--- config.mk ---
export PLATFORM = sky130hd
export DESIGN_NAME = maxnet_update_unit_flat
export DESIGN_NICKNAME = d
export VERILOG_FILES = /design/src/rtl/maxnet_update_unit_pkg.sv /design/src/rtl/maxnet_update_unit_if.sv /design/src/rtl/maxnet_update_unit_argmax4.sv /design/src/rtl/maxnet_update_unit.sv /design/src/flat_wrapper.sv
export SDC_FILE = /design/constraint.sdc
export NUM_CORES = 1
export LEC_CHECK = 0
export CAP_MARGIN = 25
export CORE_AREA = 2 2 157 159
export CTS_CLUSTER_SIZE = 24
export DETAILED_ROUTE_END_ITERATION = 8
export DIE_AREA = 0 0 159 161
export HOLD_SLACK_MARGIN = 0.05
export PLACE_DENSITY = 0.78
export SKIP_CTS_REPAIR_TIMING = 1
export SYNTH_ARGS = -nofsm -noshare
export SYNTH_HDL_FRONTEND = slang
export SYNTH_HIERARCHICAL = 1
export SYNTH_SLANG_ARGS = --single-unit
--- constraint.sdc ---
create_clock -name clk -period 5.5 [get_ports clk]
set_clock_uncertainty 0.05 [all_clocks]
set_input_delay 0.55 -clock clk [delete_from_list [all_inputs] [get_ports clk]]
set_output_delay 0.55 -clock clk [all_outputs]
set_load 0.03 [all_outputs]
--- src/rtl/maxnet_update_unit_pkg.sv ---
// Shared types, float field positions and the ReLU flush used by the Maxnet update unit.
package maxnet_pkg;

  typedef enum logic [1:0] {
    IDLE  = 2'd0,
    RUN   = 2'd1,
    CHECK = 2'd2,
    DONE  = 2'd3
  } state_e;

  localparam int          NEURONS  = 4;
  localparam int          FLT_W    = 32;
  localparam logic [31:0] FLT_ZERO = 32'h0;
  localparam int          EXP_MSB  = 30;
  localparam int          EXP_LSB  = 23;
  localparam int          SIGN_BIT = 31;

  // Negative values, signed zeros and denormals all collapse to +0.
  function automatic logic [FLT_W-1:0] relu_flush(input logic [FLT_W-1:0] v);
    logic [FLT_W-1:0] r;
    r = v;
    if (v[SIGN_BIT] || (v[EXP_MSB:EXP_LSB] == '0)) r = FLT_ZERO;
    return r;
  endfunction

endpackage

--- src/rtl/maxnet_update_unit_if.sv ---
// Result handshake between the processing unit (master) and the update unit (slave).
interface maxnet_update_unit_if #(
  parameter int XLEN = 32
);
  logic            res_valid;
  logic            res_ready;
  logic [XLEN-1:0] res0;
  logic [XLEN-1:0] res1;
  logic [XLEN-1:0] res2;
  logic [XLEN-1:0] res3;

  modport master (output res_valid, res0, res1, res2, res3, input res_ready);
  modport slave  (input res_valid, res0, res1, res2, res3, output res_ready);
endinterface

--- src/rtl/maxnet_update_unit_argmax4.sv ---
// Four-way unsigned maximum search (ties resolve to the lowest index) plus a non-zero count.
module maxnet_argmax4
  import maxnet_pkg::*;
#(
  parameter int XLEN = 32
) (
  input  logic [XLEN-1:0] x0,
  input  logic [XLEN-1:0] x1,
  input  logic [XLEN-1:0] x2,
  input  logic [XLEN-1:0] x3,
  output logic [1:0]      idx,
  output logic [2:0]      nz_cnt
);

  logic [XLEN-1:0] v01;
  logic [XLEN-1:0] v23;
  logic [1:0]      i01;
  logic [1:0]      i23;

  // Strict greater-than keeps the lower index on equality at every level.
  always_comb begin
    i01 = (x1 > x0) ? 2'd1 : 2'd0;
    v01 = (x1 > x0) ? x1 : x0;
    i23 = (x3 > x2) ? 2'd3 : 2'd2;
    v23 = (x3 > x2) ? x3 : x2;
    idx = (v23 > v01) ? i23 : i01;
  end

  assign nz_cnt = {2'b0, (x0 != FLT_ZERO)} + {2'b0, (x1 != FLT_ZERO)}
                + {2'b0, (x2 != FLT_ZERO)} + {2'b0, (x3 != FLT_ZERO)};

endmodule

--- src/rtl/maxnet_update_unit.sv ---
// Maxnet update stage: ReLU on PU results, neuron bank feedback, convergence/timeout decision.
module maxnet_update_unit
  import maxnet_pkg::*;
#(
  parameter int XLEN     = 32,
  parameter int MAX_ITER = 16,
  parameter int ITW      = 5
) (
  input  logic                 clk,
  input  logic                 rst,
  input  logic                 start,
  input  logic [XLEN-1:0]      init_x0,
  input  logic [XLEN-1:0]      init_x1,
  input  logic [XLEN-1:0]      init_x2,
  input  logic [XLEN-1:0]      init_x3,
  maxnet_update_unit_if.slave  rif,
  output logic [XLEN-1:0]      x0,
  output logic [XLEN-1:0]      x1,
  output logic [XLEN-1:0]      x2,
  output logic [XLEN-1:0]      x3,
  output logic                 busy,
  output logic                 done,
  output logic [1:0]           winner,
  output logic                 timeout,
  output logic [ITW-1:0]       iter_cnt
);

  localparam logic [ITW-1:0] ITER_LIM = ITW'(MAX_ITER);

  state_e          state_q;
  state_e          state_d;
  logic [XLEN-1:0] bank [NEURONS];
  logic [1:0]      max_idx;
  logic [2:0]      nz_cnt;
  logic            accept;
  logic            load;

  maxnet_argmax4 #(.XLEN(XLEN)) u_argmax (
    .x0     (bank[0]),
    .x1     (bank[1]),
    .x2     (bank[2]),
    .x3     (bank[3]),
    .idx    (max_idx),
    .nz_cnt (nz_cnt)
  );

  assign rif.res_ready = (state_q == RUN);
  assign accept        = (state_q == RUN) && rif.res_valid;
  assign load          = ((state_q == IDLE) || (state_q == DONE)) && start;
  assign busy          = (state_q == RUN) || (state_q == CHECK);
  assign done          = (state_q == DONE);
  assign x0            = bank[0];
  assign x1            = bank[1];
  assign x2            = bank[2];
  assign x3            = bank[3];

  always_ff @(posedge clk or negedge rst) begin
    if (!rst) state_q <= IDLE;
    else      state_q <= state_d;
  end

  always_comb begin
    state_d = state_q;
    case (state_q)
      IDLE:    if (start) state_d = RUN;
      RUN:     if (rif.res_valid) state_d = CHECK;
      CHECK:   if ((nz_cnt <= 3'd1) || (iter_cnt == ITER_LIM)) state_d = DONE;
               else state_d = RUN;
      DONE:    if (start) state_d = RUN;
      default: state_d = IDLE;
    endcase
  end

  // Bank, iteration counter and result registers; the bank only moves on load or accept.
  always_ff @(posedge clk or negedge rst) begin
    if (!rst) begin
      for (int i = 0; i < NEURONS; i++) bank[i] <= FLT_ZERO;
      iter_cnt <= '0;
      winner   <= 2'd0;
      timeout  <= 1'b0;
    end else if (load) begin
      bank[0]  <= relu_flush(init_x0);
      bank[1]  <= relu_flush(init_x1);
      bank[2]  <= relu_flush(init_x2);
      bank[3]  <= relu_flush(init_x3);
      iter_cnt <= '0;
      timeout  <= 1'b0;
    end else if (accept) begin
      bank[0]  <= relu_flush(rif.res0);
      bank[1]  <= relu_flush(rif.res1);
      bank[2]  <= relu_flush(rif.res2);
      bank[3]  <= relu_flush(rif.res3);
      iter_cnt <= iter_cnt + 1'b1;
    end else if (state_q == CHECK) begin
      if (nz_cnt == 3'd0) begin
        winner  <= 2'd0;
        timeout <= 1'b0;
      end else if (nz_cnt == 3'd1) begin
        winner  <= max_idx;
        timeout <= 1'b0;
      end else if (iter_cnt == ITER_LIM) begin
        winner  <= max_idx;
        timeout <= 1'b1;
      end
    end
  end

endmodule
--- src/flat_wrapper.sv ---
// flat-port wrapper written by rule: the top's interface ports become plain ports
module maxnet_update_unit_flat import maxnet_pkg::*;
#(
  parameter int XLEN     = 32,
  parameter int MAX_ITER = 16,
  parameter int ITW      = 5
)
  (clk, rst, start, init_x0, init_x1, init_x2, init_x3, x0, x1, x2, x3, busy, done, winner, timeout, iter_cnt, rif_res_valid, rif_res0, rif_res1, rif_res2, rif_res3, rif_res_ready);
  maxnet_update_unit_if #(.XLEN(XLEN)) rif_i ();
  input  logic clk;
  input  logic rst;
  input  logic start;
  input  logic [XLEN-1:0] init_x0;
  input  logic [XLEN-1:0] init_x1;
  input  logic [XLEN-1:0] init_x2;
  input  logic [XLEN-1:0] init_x3;
  output logic [XLEN-1:0] x0;
  output logic [XLEN-1:0] x1;
  output logic [XLEN-1:0] x2;
  output logic [XLEN-1:0] x3;
  output logic busy;
  output logic done;
  output logic [1:0] winner;
  output logic timeout;
  output logic [ITW-1:0] iter_cnt;
  input wire logic [$bits(rif_i.res_valid)-1:0] rif_res_valid;
  input wire logic [$bits(rif_i.res0)-1:0] rif_res0;
  input wire logic [$bits(rif_i.res1)-1:0] rif_res1;
  input wire logic [$bits(rif_i.res2)-1:0] rif_res2;
  input wire logic [$bits(rif_i.res3)-1:0] rif_res3;
  output wire logic [$bits(rif_i.res_ready)-1:0] rif_res_ready;
  assign rif_i.res_valid = rif_res_valid;
  assign rif_i.res0 = rif_res0;
  assign rif_i.res1 = rif_res1;
  assign rif_i.res2 = rif_res2;
  assign rif_i.res3 = rif_res3;
  assign rif_res_ready = rif_i.res_ready;
  maxnet_update_unit #(.XLEN(XLEN), .MAX_ITER(MAX_ITER), .ITW(ITW)) u_core (.clk(clk), .rst(rst), .start(start), .init_x0(init_x0), .init_x1(init_x1), .init_x2(init_x2), .init_x3(init_x3), .rif(rif_i), .x0(x0), .x1(x1), .x2(x2), .x3(x3), .busy(busy), .done(done), .winner(winner), .timeout(timeout), .iter_cnt(iter_cnt));
endmodule
After elaboration in Yosys (flattened, before gate mapping)
Index checks and enable logic that the tools add are counted.
{ "word_totals": {"regBits": 138, "inputBits": 260} }
{ "classes": {"eq_ne": 8, "reduce_logical": 35, "magnitude_cmp": 4, "mux": 30, "n_bitwise": 2, "addsub": 4} }
{ "ops": {"columns": ["operator", "count"], "rows": [
  ["32-bit two-way mux", 10],
  ["128-bit two-way mux", 2],
  ["32-bit nonzero test", 4],
  ["32-bit greater-than comparator", 3],
  ["8-bit logical NOT", 8],
  ["2-bit two-way mux", 7],
  ["1-bit logical OR", 11],
  ["5-bit two-way mux", 2],
  ["1-bit two-way mux", 8],
  ["2-bit case mux with 3 select lines", 1],
  ["5-bit by 1-bit adder with 5-bit output (second input constant)", 1],
  ["5-bit equality test (second input constant)", 1],
  ["2-bit equality test (second input constant)", 2],
  ["2-bit != test (second input constant)", 2],
  ["4-bit AND reduction", 1],
  ["2-bit nonzero test", 2],
  ["4-bit nonzero test", 1],
  ["2-bit by 1-bit adder with 3-bit output", 1],
  ["3-bit by 1-bit adder with 3-bit output", 1],
  ["3-bit by 1-bit equality test with 1-bit output (second input constant)", 1],
  ["3-bit by 1-bit less-or-equal comparator with 1-bit output (second input constant)", 1],
  ["3-bit logical NOT", 1],
  ["3-bit AND reduction", 1],
  ["3-bit nonzero test", 1],
  ["other kinds (8)", 10]
]} }

Logic depth before layout (Yosys ltp)
Gate-level depths: netlist of the first run.
{ "depth": {"ltp_word": 10, "mapped_depth": 19} }

Modules after synthesis
Netlist of the first run, hierarchy kept.
{ "by_module_without_submodules": {"columns": ["module", "cells_per_inst", "area_each_um2", "seq_area_each_um2", "instances"], "rows": [
  ["maxnet_update_unit", 554, 6183.4, 3453.3, 1],
  ["maxnet_argmax4", 428, 3579.7, 0.0, 1]
]} }

Worst setup path before layout of the first run
Ideal clock, no wire load.
{ "synth_path": {"kind": "flip-flop to flip-flop", "from": "reg u_core.bank (netlist bit u_core/x0[17])", "to": "reg u_core.winner[0]", "path_stages_with_launch": 19, "t_arrival_ps": 4292, "required_time_ps": 5325, "synth_period_minus_slack_ps": 4467, "setup_slack_ps": 1033, "setup_ps": 125, "cell_sequence": "dfrtp_1 > inv_1 > ha_1 > a21oi_2 > o21ai_1 > nor4b_4 > or4_4 > a22oi_4 > buf_12 > mux2i_1 > ha_1 > a21oi_1 > o21ai_1 > a222oi_1 > or3b_1 > a22o_1 > mux2i_1 > nor2b_1 > mux2_2"} }
{ "synth_between": {"elab_chain_len": 7, "elab_cells_between_ends": 16, "classes_between": "add/sub (3); order compare (2); eq/ne (1); mux (6); reduce/logical (4)"} }
{ "synth_rtl": {"columns": ["element", "line_no", "text"], "rows": [
  ["start: declaration", "maxnet_update_unit.sv:32", "logic [XLEN-1:0] bank [NEURONS];"],
  ["32-bit greater-than comparator", "maxnet_update_unit_argmax4.sv:22, maxnet_update_unit_argmax4.sv:23", null],
  ["32-bit two-way mux", "maxnet_update_unit_argmax4.sv:23", "v01 = (x1 > x0) ? x1 : x0;"],
  ["32-bit greater-than comparator", "maxnet_update_unit_argmax4.sv:26", "idx = (v23 > v01) ? i23 : i01;"],
  ["2-bit two-way mux *", "maxnet_update_unit_argmax4.sv:26", null],
  ["named net u_core.max_idx[0]", "maxnet_update_unit.sv:33", "logic [1:0] max_idx;"],
  ["2-bit two-way mux", "maxnet_update_unit.sv:101", "end else if (iter_cnt == ITER_LIM) begin"],
  ["2-bit two-way mux *", "maxnet_update_unit.sv:98", "end else if (nz_cnt == 3'd1) begin"],
  ["2-bit two-way mux *", "maxnet_update_unit.sv:95", "if (nz_cnt == 3'd0) begin"],
  ["end signal: assignment", "maxnet_update_unit.sv:99", "winner <= max_idx;"],
  ["end signal: assignment", "maxnet_update_unit.sv:102", "winner <= max_idx;"],
  ["end: declaration", "maxnet_update_unit.sv:23", "output logic [1:0] winner,"]
]} }
Mark *: on every way through the listed nets, which the timed path passes. The rest lies on a longest branch. The select of a mux whose other input is x is not followed.
A chain may end at the register's enable or synchronous reset.

Final worst setup path of the first run
{ "layout_path": {"from": "reg u_core.bank (netlist bit u_core/x2[31])", "to": "reg u_core.winner[0]"} }
{ "layout_between": {"elab_chain_len": 7, "elab_cells_between_ends": 15, "classes_between": "add/sub (2); order compare (2); eq/ne (1); mux (6); reduce/logical (4)"} }
{ "layout_rtl": {"columns": ["element", "line_no", "text"], "rows": [
  ["32-bit greater-than comparator", "maxnet_update_unit_argmax4.sv:24, maxnet_update_unit_argmax4.sv:25", null],
  ["32-bit two-way mux", "maxnet_update_unit_argmax4.sv:25", "v23 = (x3 > x2) ? x3 : x2;"],
  ["32-bit greater-than comparator", "maxnet_update_unit_argmax4.sv:26", null],
  ["2-bit two-way mux *", "maxnet_update_unit_argmax4.sv:26", null],
  ["named net u_core.max_idx[0]", "maxnet_update_unit.sv:33", null],
  ["2-bit two-way mux", "maxnet_update_unit.sv:101", null],
  ["2-bit two-way mux *", "maxnet_update_unit.sv:98", null],
  ["2-bit two-way mux *", "maxnet_update_unit.sv:95", null]
]} }
Marks and branches as above.

==> results.yml, run 1 <==
status:
  status: "complete, no violations"
logic_synthesis:
  netlist_instances: 982
  synth_cell_type_count: 60
  synth_edf_count: 0
  postSynthAreaPerCell_um2: 9.942
  ys_top_cells_by_area: "dfrtp_1, ha_1, mux2_4"
  syn_area_um2: 9763
  ys_async_sr_fraction: 1.000
  ys_seq_area_frac: 0.3537
  synthTopCellsByCount: "dfrtp_1, nand2_1, inv_1"
  synthDominantCellAreaShare: 0.3537
  ys_seq_elements: 138
  ys.flop_type: "dfrtp_1"
  synth_fp_nets: 1346
  yosys.cell_count.top_type: "dfrtp_1"
  yosys_warnings: 6
  synth_top_area_cell: "dfrtp_1"
place:
  dp_hpwl_mm: 29.28
  globalplace.congestion: 0.8848
  placed_cells: 1676
  numPortBuffers: 398
worst_setup_path:
  cp.depth: 17
  critPathLaunchType: "flip-flop"
  critPathLaunch: "u_core/x2[31]"
  ff2ff_path_depth: 17
  path_delay_family: "simple AND/OR/NAND/NOR gates"
  slowest_delay_ns: 0.61
  critPathSlowestCell: "nor4_1"
  r2r-end: "u_core/winner[0]"
  r2r-start: "u_core/x2[31]"
  rrSetupSlack_ns: 0.70
  cp_max_fo: 33
  cp.arrival_ns: 5.06
  end_kind: "flip-flop"
  crit_path_end: "u_core/winner[0]"
  worstPathRequired_ns: 5.76
  crit_top_cell: "ha_1"
  critPathBufInv: 2
  crit_type: "reg -> reg"
  worstPathCellList: "inv_1 > ha_1 > nand4_1 > nor4_1 > and3_1 > o22a_2 > buf_12 > mux2_4 > ha_1 > a21oi_1 > o21ai_0 > a222oi_1 > or3b_1 > a22o_1 > mux2i_1 > nor2b_1 > mux2_2"
final_layout:
  syn2layout_area_growth_pct: 50.06
  antenna_cells: 0
  nFillCells: 2037
  finalNetCount: 1735
  drive_gt1_frac: 0.07442
  stdcell_count: 1708
pwr:
  power.density_nw_per_um2: 607.3
  p_leak_nw: 6.954
  peakVddDrop_uv: 327.6
clock_tree:
  clk_latency_ns: 0.42
  clk_pin_slew_worst_paths_ns: 0.07
  clk_path_buf_depth: 2
  cts_root_buf: "clkbuf_16"
  ctsHtreeMaxLevel: 4
  cts_buffers: 17
  clock_sinks: 138
  cts_tree: "built"
job:
  cap_violations: 0
routing:
  drc_errors: 0
  drt_pass1_iterations: 9
  wl_mm: 38.13
  drtAntennaViolNets: 0
  vias: 10100
  via_per_inst: 5.913
  drt_iter0_drc: 1067
  wire_per_inst_um: 22.32
grt:
  grt_pass1_wl_mm: 58.24
  grt_pass1_vias: 10153
  grt_antenna_before_repair: 0
  grt_start_max_net_pins: 78
  grt_usage: 0.2891
  grt.overflow.total: 0
timing:
  worstMarginPinSlew_ns: 0.9828
  timing.setup.tns_ns: 0
  maxSlewHeadroom: 0.3432
  rsz0062_at_grt: "false"
  min_period_ns: 4.802
  setup_viol: 0
  hold_violations: 0
  timing.fmax_mhz: 208.3
  slew_viol_final: 0
  timing.final.crit_share: 0.8731
floorplan:
  die_w_um: 159
  core_area_um2: 23960
  die_y_um: 161
  start_util: 0.4074
  io_pins: 399
  die_area_um2: 25600
  num_rows: 57
worst_hold_path:
  hold_path_class: "in -> async"
[placed cells by master, fill, tap and decap left out, drive strengths merged, types with 8 or more instances in the layout]
master and instances:
nand3 18, nor4 53, a22o 47, inv 109
a21o 56, clkdlybuf4s50 397, a222oi 33, clkbuf 20
ha 103, buf 19, nand4 30, mux2i 33
a32oi 46, nand2 115, a21oi 39, dfrtp 138
o21ai 8, mux2 34, nor2 18
[worst min path at each step]
stage / end / slack [ns] / cells past startpoint
global route: u_core/x0[20] / 0.13 / 1
global placement: u_core/winner[1] / 0.45 / 1
CTS: u_core/x0[22] / 0.11 / 1
finish: u_core/x0[22] / 0.08 / 1
floorplan: u_core/iter_cnt[0] / 0.20 / 0
detailed placement: u_core/winner[1] / 0.45 / 1
[stage by stage]
| stage | cell area (µm²) | power [mW] | setup WS [ns] | util | hold slack [ns] |
|---|---|---|---|---|---|
| after floorplan | 9763 | 5.731 | 1.033 | - | 0.2044 |
| after global placement | 14030 | 7.479 | 0.7207 | 0.5857 | 0.4463 |
| after detailed placement | 14060 | 7.626 | 0.6643 | 0.5869 | 0.4543 |
| after CTS | 14650 | 8.842 | 0.6690 | 0.6114 | 0.1097 |
| after global routing | 14650 | 9.446 | 0.2266 | 0.6114 | 0.1282 |
| final | 14650 | 8.897 | 0.6981 | 0.6114 | 0.08119 |
[per-layer routing]
layer	share of wire	GRT usage	vias to the layer above
li1	-	-	4524
met1	0.42	0.3735	4935
met2	0.49	0.4974	597
met3	0.079	0.06420	44
met4	0.013	0.06488	0
met5	0	0	-
[area by class of cell]
| type | instances | area (µm²) | share of cell area |
|---|---|---|---|
| Tap cell | 324 | 405.4 | 0.02767 |
| Clock buffer | 20 | 446.7 | 0.03049 |
| Inverter | 105 | 394.1 | 0.02690 |
| Clock inverter | 12 | 138.9 | 0.009480 |
| Sequential cell | 138 | 3453 | 0.2357 |
| Multi-Input combinational cell | 693 | 5652 | 0.3858 |
| Timing Repair Buffer | 416 | 4160 | 0.2840 |
[sequential cells by signal, indices dropped and copies added, names as in the netlist]
name             cells
u_core/x1           32
u_core/x2           32
u_core/timeout       1
u_core/iter_cnt      5
u_core/x3           32
u_core/winner        2
u_core/x0           32
u_core/state_q       2
[logic make-up (layout without fill, tap and decap cells)]
| group | after synthesis | count (layout) | synth area share |
|---|---|---|---|
| xor+xnor | 4 | 4 | 0.003589 |
| buf+inv | 151 | 553 | 0.07036 |
| fa+ha+maj | 104 | 104 | 0.1341 |
| mux | 67 | 67 | 0.08420 |
| compound gates | 255 | 255 | 0.2129 |
| flops | 138 | 138 | 0.3537 |
| simple gates | 263 | 263 | 0.1412 |
[power by group]
part	leakage, nW	switching, mW	internal (mW)	total (mW)
registers	1.81	0.593	1.36	1.95
clock network	0.274	0.493	0.687	1.18
logic	4.87	3.16	2.60	5.77
total	6.95	4.25	4.65	8.90
Note: power is estimated with default switching activity, not from simulation.
==> inputs of run 2 (changes only) <==
--- a/config.mk
+++ b/config.mk
@@ -6,12 +6,12 @@
 export NUM_CORES = 1
 export LEC_CHECK = 0
 export CAP_MARGIN = 25
-export CORE_AREA = 2 2 157 159
+export CORE_MARGIN = 2
+export CORE_UTILIZATION = 40
 export CTS_CLUSTER_SIZE = 24
 export DETAILED_ROUTE_END_ITERATION = 8
-export DIE_AREA = 0 0 159 161
 export HOLD_SLACK_MARGIN = 0.05
-export PLACE_DENSITY = 0.78
+export PLACE_DENSITY = 0.79
 export SKIP_CTS_REPAIR_TIMING = 1
 export SYNTH_ARGS = -nofsm -noshare
 export SYNTH_HDL_FRONTEND = slang
==> constraint.sdc (replaced) <==
create_clock -name clk -period 4.1 [get_ports clk]
set_clock_uncertainty 0.05 [all_clocks]
set_input_delay 0.41 -clock clk [delete_from_list [all_inputs] [get_ports clk]]
set_output_delay 0.41 -clock clk [all_outputs]
set_load 0.03 [all_outputs]
==> run 2 against run 1 <==
  * Total power grew 51%
  * Fmax grew 4.9%
  * Global-route usage grew 1.6 points
  * Critical path depth grew 1
  * The flow now finishes with violations (DRC, setup timing)
  * Largest power group unchanged
  * Largest cell class unchanged
  * Clock power grew 32%
==> results.yml, run 2 (same netlist as run 1, synthesis figures left out) <==
status:
  status: "complete, but fails checks"
  violations: "DRC, setup timing"
routing:
  via_per_inst: 5.758
  wire_per_inst_um: 21.80
  wl_mm: 40.48
  drtAntennaViolNets: 0
  vias: 10693
  drt_iter0_drc: 1101
  drc_errors: 20
  drt_pass1_iterations: 9
pwr:
  peakVddDrop_uv: 379.7
  power.density_nw_per_um2: 833.6
  p_leak_nw: 7.633
timing:
  fin_ws_ns: -0.4768
  timing.fmax_mhz: 218.5
  min_period_ns: 4.577
  worstMarginPinSlew_ns: 1.084
  hold_violations: 0
  setup_viol: 2
  timing.setup.tns_ns: -0.8397
  slew_viol_final: 0
  maxSlewHeadroom: 0.2754
  whs_ns: 0.4574
  rsz0062_at_grt: "true"
  timing.final.crit_share: 1.116
final_layout:
  drive_gt1_frac: 0.2296
  final_cell_mix: "clkdlybuf4s50_1, buf_4, nand2_1"
  stdcell_count: 1857
  syn2layout_area_growth_pct: 65.28
  multi_input_area_um2: 5909
  nFillCells: 1862
  antenna_cells: 0
  regArea_um2: 3542
  final_common_cell: "clkdlybuf4s50_1"
  finalNetCount: 1884
place:
  dp_hpwl_mm: 31.63
  numPortBuffers: 398
  globalplace.congestion: 0.9363
  placed_cells: 1818
floorplan:
  io_pins: 399
  die_w_um: 160.2
  core_area_um2: 24110
  die_y_um: 160.2
  start_util: 0.4050
  die_area_um2: 25670
  num_rows: 57
grt:
  grt_pass1_wl_mm: 61.22
  use_met2: 0.5262
  grt_start_max_net_pins: 79
  grt_antenna_before_repair: 0
  grt_usage: 0.3054
  met3_usage: 0.04909
  top_usage_layer: "met2"
  use_met1: 0.3877
  grt_pass1_vias: 11023
  grt.overflow.total: 0
worst_setup_path:
  crit_path_end: "u_core/winner[0]"
  critPathLaunchType: "flip-flop"
  slowest_delay_ns: 0.57
  critPathLaunch: "u_core/x1[1]"
  path_delay_family: "compound AO/OA/AOI/OAI gates"
  worstPathRequired_ns: 4.35
  critPathSlowestCell: "or4b_4"
  crit_type: "reg -> reg"
  r2r-end: "u_core/winner[0]"
  critPathBufInv: 2
  worstPathCellList: "ha_4 > nor2b_4 > o211ai_1 > a21boi_1 > or4b_4 > a22oi_4 > buf_12 > buf_6 > mux2i_2 > ha_1 > a21oi_2 > o21ai_1 > a222oi_1 > or3b_1 > a22o_1 > mux2i_1 > nor2b_1 > mux2_4"
  rrSetupSlack_ns: -0.48
  cp_max_fo: 7
  cp.arrival_ns: 4.83
  end_kind: "flip-flop"
  ff2ff_path_depth: 18
  r2r-start: "u_core/x1[1]"
  cp.depth: 18
clock_tree:
  ctsHtreeMaxLevel: 4
  clk_latency_ns: 0.42
  clock_sinks: 138
  cts_tree: "built"
  clk_path_buf_depth: 2
  cts_root_buf: "clkbuf_16"
  cts_buffers: 17
  clk_pin_slew_worst_paths_ns: 0.06
worst_hold_path:
  hold_path_class: "reg -> reg"
job:
  cap_violations: 0
[run 2: cell count changes in the layout (fill, tap and decap cells not counted), sizes merged]
cell / previous run / this run
clkbuf: 20 / 21
buf: 19 / 166
dlygate4sd3: 0 / 1
[run 2: worst min-delay path by stage]
stage                     slack (ns)  cells after the start            endpoint             start
final                           0.46                      1    u_core/winner[1]  u_core/winner[1]
after global routing            0.46                      3        u_core/x1[9]       rif_res1[9]
after CTS                      0.001                      1       u_core/x0[19]               rst
after detailed placement        0.45                      1       u_core/x0[19]               rst
after global placement          0.44                      1    u_core/winner[1]  u_core/winner[1]
after floorplan                 0.06                      0  u_core/iter_cnt[0]               rst
[run 2: power breakdown]
part	leakage, nW	total, mW	internal [mW]	switching, mW
logic	5.65	9.74	4.56	5.18
registers	1.71	2.15	1.87	0.287
clock network	0.274	1.56	0.920	0.637
[run 2: area by class of cell]
class,instances,share of cell area
Tap cell,324,0.02512
Multi-Input combinational cell,693,0.3662
Clock inverter,12,0.008607
Sequential cell,138,0.2195
Timing Repair Buffer,565,0.3284
Clock buffer,20,0.02768
Inverter,105,0.02442
[run 2: layer usage]
layer,share of wire,wire length [µm]
met4,0.028,1122
met1,0.41,16500
met3,0.077,3136
met2,0.49,19720
met5,0,0
[run 2: through the flow]
step / setup WS [ns] / power (mW) / area, µm² / utilization
4_1_cts: -0.4689 / 12.91 / 15900 / 0.6594
3_3_place_gp: -0.3616 / 11.04 / 15310 / 0.6351
6_report: -0.4768 / 13.45 / 16140 / 0.6694
2_1_floorplan: -0.1621 / 7.810 / 9945 / -
3_5_place_dp: -0.4295 / 11.29 / 15310 / 0.6351
5_1_grt: -0.6911 / 14.22 / 16140 / 0.6694
==> inputs of run 3 (changes only) <==
--- a/config.mk
+++ b/config.mk
@@ -13,6 +13,7 @@
 export HOLD_SLACK_MARGIN = 0.05
 export PLACE_DENSITY = 0.79
 export SKIP_CTS_REPAIR_TIMING = 1
+export SLEW_MARGIN = 20
 export SYNTH_ARGS = -nofsm -noshare
 export SYNTH_HDL_FRONTEND = slang
 export SYNTH_HIERARCHICAL = 1
==> results of run 3 <==
Same layout as run 2: the final DEF is identical, and so are final timing and power.
